### src/rtl/alu_arb_pkg.sv
// Shared types and opcode encodings for the ALU arbiter and the blocks that
// talk to the shared 8-bit ALU.
package alu_arb_pkg;

  localparam int unsigned OP_BITS = 3;

  localparam logic [OP_BITS-1:0] OP_AND = 3'b000;
  localparam logic [OP_BITS-1:0] OP_ADD = 3'b001;
  localparam logic [OP_BITS-1:0] OP_SLL = 3'b010;
  localparam logic [OP_BITS-1:0] OP_SRL = 3'b011;
  localparam logic [OP_BITS-1:0] OP_SUB = 3'b100;
  localparam logic [OP_BITS-1:0] OP_SLT = 3'b101;
  localparam logic [OP_BITS-1:0] OP_ABS = 3'b110;
  localparam logic [OP_BITS-1:0] OP_SEQ = 3'b111;

  typedef enum logic [1:0] {
    IDLE = 2'd0,
    EXEC = 2'd1,
    RESP = 2'd2
  } arb_state_e;

  // Compare ops report through the condition bit only; result is forced to 0.
  function automatic logic is_cmp(input logic [OP_BITS-1:0] op);
    return (op == OP_SLT) || (op == OP_SEQ);
  endfunction

endpackage

### src/rtl/rr_pick.sv
// Combinational round-robin picker: first set request at or above ptr_i,
// wrapping around. Produces a one-hot grant and the winner index.
module rr_pick #(
  parameter int unsigned N = 4,
  parameter int unsigned W = 2
) (
  input  logic [N-1:0] req_i,
  input  logic [W-1:0] ptr_i,
  output logic [N-1:0] gnt_o,
  output logic [W-1:0] idx_o,
  output logic         valid_o
);

  int unsigned pos;
  logic [W-1:0] cand;
  logic         found;

  always_comb begin
    gnt_o = '0;
    idx_o = '0;
    found = 1'b0;
    pos   = 0;
    cand  = '0;
    for (int unsigned i = 0; i < N; i++) begin
      pos = 32'(ptr_i) + i;
      if (pos >= N) begin
        pos = pos - N;
      end
      cand = W'(pos);
      if (!found && req_i[cand]) begin
        found       = 1'b1;
        gnt_o[cand] = 1'b1;
        idx_o       = cand;
      end
    end
    valid_o = found;
  end

endmodule

### src/rtl/alu_arbiter.sv
// Round-robin arbiter sharing one combinational ALU among NUM_REQ requesters.
// Define ALU_ARB_PIPE_EN to let the RESP cycle also arbitrate (1 op / 2 cycles).
module alu_arbiter
  import alu_arb_pkg::*;
#(
  parameter int unsigned NUM_REQ = 4,
  parameter int unsigned DATA_W  = 8,
  parameter int unsigned OP_W    = 3
) (
  input  logic                      clk_i,
  input  logic                      rst_n_i,
  input  logic [NUM_REQ-1:0]        req_i,
  input  logic [NUM_REQ*OP_W-1:0]   req_opcode_i,
  input  logic [NUM_REQ*DATA_W-1:0] req_rs_i,
  input  logic [NUM_REQ*DATA_W-1:0] req_rt_i,
  output logic [NUM_REQ-1:0]        gnt_o,
  output logic [NUM_REQ-1:0]        rsp_valid_o,
  output logic [DATA_W-1:0]         rsp_result_o,
  output logic                      rsp_zero_o,
  output logic                      busy_o,
  output logic [OP_W-1:0]           alu_opcode_o,
  output logic [DATA_W-1:0]         alu_rs_o,
  output logic [DATA_W-1:0]         alu_rt_o,
  input  logic [DATA_W-1:0]         alu_result_i,
  input  logic                      alu_zero_i
);

  localparam int unsigned PTR_W = (NUM_REQ > 1) ? $clog2(NUM_REQ) : 1;

  arb_state_e          state_q, state_d;
  logic [PTR_W-1:0]    ptr_q, ptr_d;
  logic [NUM_REQ-1:0]  owner_q, owner_d;
  logic [OP_W-1:0]     opcode_q, opcode_d;
  logic [DATA_W-1:0]   rs_q, rs_d;
  logic [DATA_W-1:0]   rt_q, rt_d;
  logic [DATA_W-1:0]   result_q, result_d;
  logic                zero_q, zero_d;
  logic                busy_q, busy_d;
  logic [NUM_REQ-1:0]  rsp_valid_q, rsp_valid_d;

  logic [NUM_REQ-1:0]  arb_req;
  logic [NUM_REQ-1:0]  pick_gnt;
  logic [PTR_W-1:0]    pick_idx;
  logic                pick_valid;
  logic                arb_en;
  logic                grant_fire;
  logic [OP_W-1:0]     sel_opcode;
  logic [DATA_W-1:0]   sel_rs;
  logic [DATA_W-1:0]   sel_rt;

  // Grant is gated by reset so nothing leaks out while rst_n_i is low.
  always_comb begin
`ifdef ALU_ARB_PIPE_EN
    arb_en  = rst_n_i && ((state_q == IDLE) || (state_q == RESP));
    arb_req = (state_q == RESP) ? (req_i & ~owner_q) : req_i;
`else
    arb_en  = rst_n_i && (state_q == IDLE);
    arb_req = req_i;
`endif
  end

  rr_pick #(
    .N (NUM_REQ),
    .W (PTR_W)
  ) u_rr_pick (
    .req_i   (arb_req),
    .ptr_i   (ptr_q),
    .gnt_o   (pick_gnt),
    .idx_o   (pick_idx),
    .valid_o (pick_valid)
  );

  assign grant_fire = arb_en && pick_valid;
  assign gnt_o      = grant_fire ? pick_gnt : '0;

  always_comb begin
    sel_opcode = '0;
    sel_rs     = '0;
    sel_rt     = '0;
    for (int unsigned k = 0; k < NUM_REQ; k++) begin
      if (pick_gnt[k]) begin
        sel_opcode = req_opcode_i[k*OP_W +: OP_W];
        sel_rs     = req_rs_i[k*DATA_W +: DATA_W];
        sel_rt     = req_rt_i[k*DATA_W +: DATA_W];
      end
    end
  end

  always_comb begin
    state_d     = state_q;
    ptr_d       = ptr_q;
    owner_d     = owner_q;
    opcode_d    = opcode_q;
    rs_d        = rs_q;
    rt_d        = rt_q;
    result_d    = result_q;
    zero_d      = zero_q;
    rsp_valid_d = '0;

    case (state_q)
      IDLE: ;
      EXEC: begin
        // The ALU's condition output is stale for non-compare ops; never forward it.
        if (is_cmp(opcode_q[OP_BITS-1:0])) begin
          result_d = '0;
          zero_d   = alu_zero_i;
        end else begin
          result_d = alu_result_i;
          zero_d   = 1'b0;
        end
        rsp_valid_d = owner_q;
        state_d     = RESP;
      end
      RESP:    state_d = IDLE;
      default: state_d = IDLE;
    endcase

    if (grant_fire) begin
      state_d  = EXEC;
      owner_d  = pick_gnt;
      opcode_d = sel_opcode;
      rs_d     = sel_rs;
      rt_d     = sel_rt;
      ptr_d    = (pick_idx == PTR_W'(NUM_REQ - 1)) ? '0 : pick_idx + 1'b1;
    end

    busy_d = (state_d != IDLE);
  end

  always_ff @(posedge clk_i or negedge rst_n_i) begin
    if (!rst_n_i) begin
      state_q     <= IDLE;
      ptr_q       <= '0;
      owner_q     <= '0;
      opcode_q    <= '0;
      rs_q        <= '0;
      rt_q        <= '0;
      result_q    <= '0;
      zero_q      <= 1'b0;
      busy_q      <= 1'b0;
      rsp_valid_q <= '0;
    end else begin
      state_q     <= state_d;
      ptr_q       <= ptr_d;
      owner_q     <= owner_d;
      opcode_q    <= opcode_d;
      rs_q        <= rs_d;
      rt_q        <= rt_d;
      result_q    <= result_d;
      zero_q      <= zero_d;
      busy_q      <= busy_d;
      rsp_valid_q <= rsp_valid_d;
    end
  end

  assign rsp_valid_o  = rsp_valid_q;
  assign rsp_result_o = result_q;
  assign rsp_zero_o   = zero_q;
  assign busy_o       = busy_q;

  assign alu_opcode_o = (state_q == EXEC) ? opcode_q : '0;
  assign alu_rs_o     = (state_q == EXEC) ? rs_q     : '0;
  assign alu_rt_o     = (state_q == EXEC) ? rt_q     : '0;

endmodule

### config.mk
export PLATFORM = sky130hd
export DESIGN_NAME = alu_arbiter
export DESIGN_NICKNAME = d
export VERILOG_FILES = /design/src/rtl/alu_arb_pkg.sv /design/src/rtl/rr_pick.sv /design/src/rtl/alu_arbiter.sv
export SDC_FILE = /design/constraint.sdc
export NUM_CORES = 1
export LEC_CHECK = 0
export ABC_AREA = 1
export CAP_MARGIN = 10
export CORE_ASPECT_RATIO = 0.6
export CORE_MARGIN = 4
export CORE_UTILIZATION = 43
export DETAILED_ROUTE_END_ITERATION = 8
export GPL_TIMING_DRIVEN = 0
export PLACE_DENSITY = 0.81
export SYNTH_ARGS = -nofsm -noshare
export SYNTH_HDL_FRONTEND = slang
export SYNTH_SLANG_ARGS = --single-unit
### constraint.sdc
create_clock -name clk_i -period 2.9 [get_ports clk_i]
set_clock_uncertainty 0.15 [all_clocks]
set_input_delay 0.435 -clock clk_i [delete_from_list [all_inputs] [get_ports clk_i]]
set_output_delay 0.435 -clock clk_i [all_outputs]
set_load 0.05 [all_outputs]
==> impl_metrics.tcl <==
set metrics [dict create \
    outcome "finished, violations left" \
    violations "negative hold slack, negative setup slack" \
    met2_usage 0.366 \
    ys_ff_latch 41 \
    p_comb_frac 0.767 \
    dieArea_um2 8520 \
    final_common_cell "nand2_1" \
    numCtsBuffers 5 \
    grt_max_degree 43 \
    whs_ns -0.0138 \
    hold_path_class "in2async" \
    grt_pass1_vias 3328 \
    nets 723 \
    nFillCells 510 \
    rows 23 \
    r2r-end "rs_q[5]" \
    crit_arrival_ns 2.33 \
    clk_latency_ns 0.28 \
    portBuffers 127 \
    synth.top_cells.by_area "dfrtp_1 (34%), nand2_1 (23%), inv_1 (9.6%), a21oi_1 (8.6%), nor2_1 (3.1%)" \
    drtIter0Drc 325 \
    via_per_inst 4.89 \
    p_leak_uw 0.00283 \
    power.density_nw_per_um2 1390 \
    place_congestion 0.893 \
    r2r_cells 14 \
    n_antenna_cell 0 \
    finalCriticalPeriod_ns 2.91 \
    cp-end-kind "output pin" \
    start_util 0.449 \
    netlist_instances 472 \
    ant_nets 0 \
    grt_overflow 0 \
    core_area_um2 6760 \
    synth_top_area_frac 0.338 \
    yosysSeqAreaShare 0.338 \
    area_growth_pct 60.4 \
    grt_usage 0.232 \
    critPathMaxFanout 6 \
    die_w_um 117 \
    maxSlewViolCount 0 \
    multi_input_area_um2 1630 \
    worstPathRequired_ns 2.32 \
    die_h_um 73.1 \
    grt.busiest_layer "met2" \
    start_kind "flip-flop" \
    remaining_drc_errors 0 \
    p_sw_uw 3630 \
    wl_um 10300 \
    clkSlewWorstSetupHoldPaths_ns 0.06 \
    h-tree-depth 2 \
    vdd_drop_max_uv 613 \
    p_int_uw 3160 \
    worst_pin_slew_ns 0.566 \
    seqPwrFrac 0.142 \
    dp_slack_ns -0.809 \
    clockPowerShare 0.091 \
    ys_types 29 \
    dp_hpwl_um 7430 \
    layout_setup_ws_ns -0.0112 \
    syn_area_um2 3040 \
    worst-r2r-setup-slack_ns 0.34 \
    layout-drive-gt1-share 0.155 \
    layout.cells.most_common_list "nand2_1 (177), clkdlybuf4s50_1 (106), inv_1 (75)" \
    seq_area_um2 1030 \
    timing.final.crit_share 1.00 \
    routedWlPerCell_um 14.4 \
    max_freq_ghz 0.344 \
    pin_count 128 \
    cts_buffer_depth 2 \
    cts_sinks 41 \
    met3_usage 0.0563 \
    root_buffer "clkbuf_16" \
    synth_warnings 0 \
    cts_tree "built" \
    switching_share 0.534 \
    avgSynthCellArea_um2 6.44 \
    first_pass_iters 5 \
    hold_viol 41 \
    use_met1 0.320 \
    finalSetupViolations 3 \
    max-cap-violations 0 \
    postCtsHoldBufs 0 \
    synth_nets 569 \
    grt_pass1_wl_um 15600 \
    worst-setup-path-type "reg2out" \
    slew_headroom 0.622 \
    antenna_found_initial 0 \
    yosys.area.top_type "dfrtp_1" \
    vias 3488 \
]
[cells in the mapped netlist]
library cell,instances
clkbuf_1,4
inv_1,78
buf_6,5
inv_2,3
inv_4,1
nand2_1,187
nand3_4,2
buf_2,9
dfrtp_1,41
a21oi_1,52
a21boi_1,2
nand2_2,6
nor2_8,1
ha_1,6
nor3b_1,1
a21oi_2,9
nor2_1,25
o21ai_1,1
nor2_4,2
a31oi_1,1
nand4_1,4
nand3_2,3
buf_1,2
buf_4,3
o21ai_2,1
o21ai_0,6
xor2_1,1
nand3_1,15
nand2_8,1
[what timing repair did]
action	4_1_cts	5_1_grt
resized for setup	45	31
hold endpoints to repair	0	0
endpoints found under the setup margin	4	20
pin swaps	3	10
buffers inserted	7	16
[flip-flops by register name, summed over array words and instances, names as in the netlist, named ones only]
| name | count |
|---|---|
| ptr_q | 1 |
| state_q | 2 |
| rsp_result_o | 8 |
| rs_q | 8 |
| opcode_q | 3 |
| rsp_zero_o | 1 |
| owner_q | 4 |
| busy_o | 1 |
| rt_q | 8 |
| rsp_valid_o | 4 |
[stage by stage]
stage / cells / utilization / power, µW / TNS, ns / instance area (µm²)
final: 713 / 0.721 / 6790 / -0.0288 / 4880
after global routing: 713 / 0.721 / 7360 / -0.313 / 4880
after CTS: 697 / 0.690 / 6430 / 0 / 4660
after detailed placement: 686 / 0.653 / 5610 / -3.14 / 4410
after global placement: 686 / 0.653 / 5530 / -23.97 / 4420
after floorplan: 472 / - / 4340 / 0 / 3040
[how the worst max path moves through the flow]
stage                    end  slack, ns  cells after the start
CTS                 gnt_o[1]      0.009                     13
floorplan           gnt_o[3]        0.1                     14
finish              gnt_o[2]      -0.01                     13
global placement    gnt_o[2]      -1.78                      8
detailed placement  gnt_o[2]      -0.81                     14
global route        gnt_o[2]      -0.07                     13
[area by class of cell]
class | instances | share of cell area
plain buffers | 20 | 0.0295
clock buffers | 5 | 0.0257
repair buffers | 150 | 0.304
inverters | 82 | 0.0657
well taps | 87 | 0.0223
flip-flops and latches | 41 | 0.211
clock inverters | 2 | 0.00719
multi-input cells | 326 | 0.334
[cells by family (layout without fill, tap and decap cells)]
group,Yosys count,count (layout),synth area share
AND/OR/NAND/NOR,247,247,0.352
buffers and inverters,105,259,0.150
AO/OA/AOI/OAI,72,72,0.133
flip-flops,41,41,0.338
XOR/XNOR,1,1,0.00288
adder cells (fa/ha/maj),6,6,0.0247
[layer usage]
layer / up-vias / share of wire
met5: - / 0
met4: 0 / 0.021
met3: 27 / 0.10
met2: 174 / 0.44
met1: 1549 / 0.44
li1: 1738 / -
[critical path: stages (launching register included)]
cell and delay (ns):
dfrtp_2 0.39, buf_6 0.13, inv_6 0.05, ha_4 0.29, inv_2 0.06, nand2_2 0.08, nand2_4 0.07, nor2_8 0.16
nand2_4 0.09, o21ai_4 0.20, clkinvlp_4 0.21, nand2_2 0.11, inv_1 0.05, buf_6 0.14
[power groups by stage]
| stage | logic (µW) | clock network (µW) | registers, µW |
|---|---|---|---|
| 6_report | 5210 | 615 | 966 |
| 4_1_cts | 4860 | 616 | 957 |
| 3_3_place_gp | 4560 | 0 | 971 |
| 5_1_grt | 5730 | 645 | 991 |
| 3_5_place_dp | 4640 | 0 | 974 |
| 2_1_floorplan | 3140 | 0 | 1200 |
No activity file was read; power rests on OpenSTA's default activity.
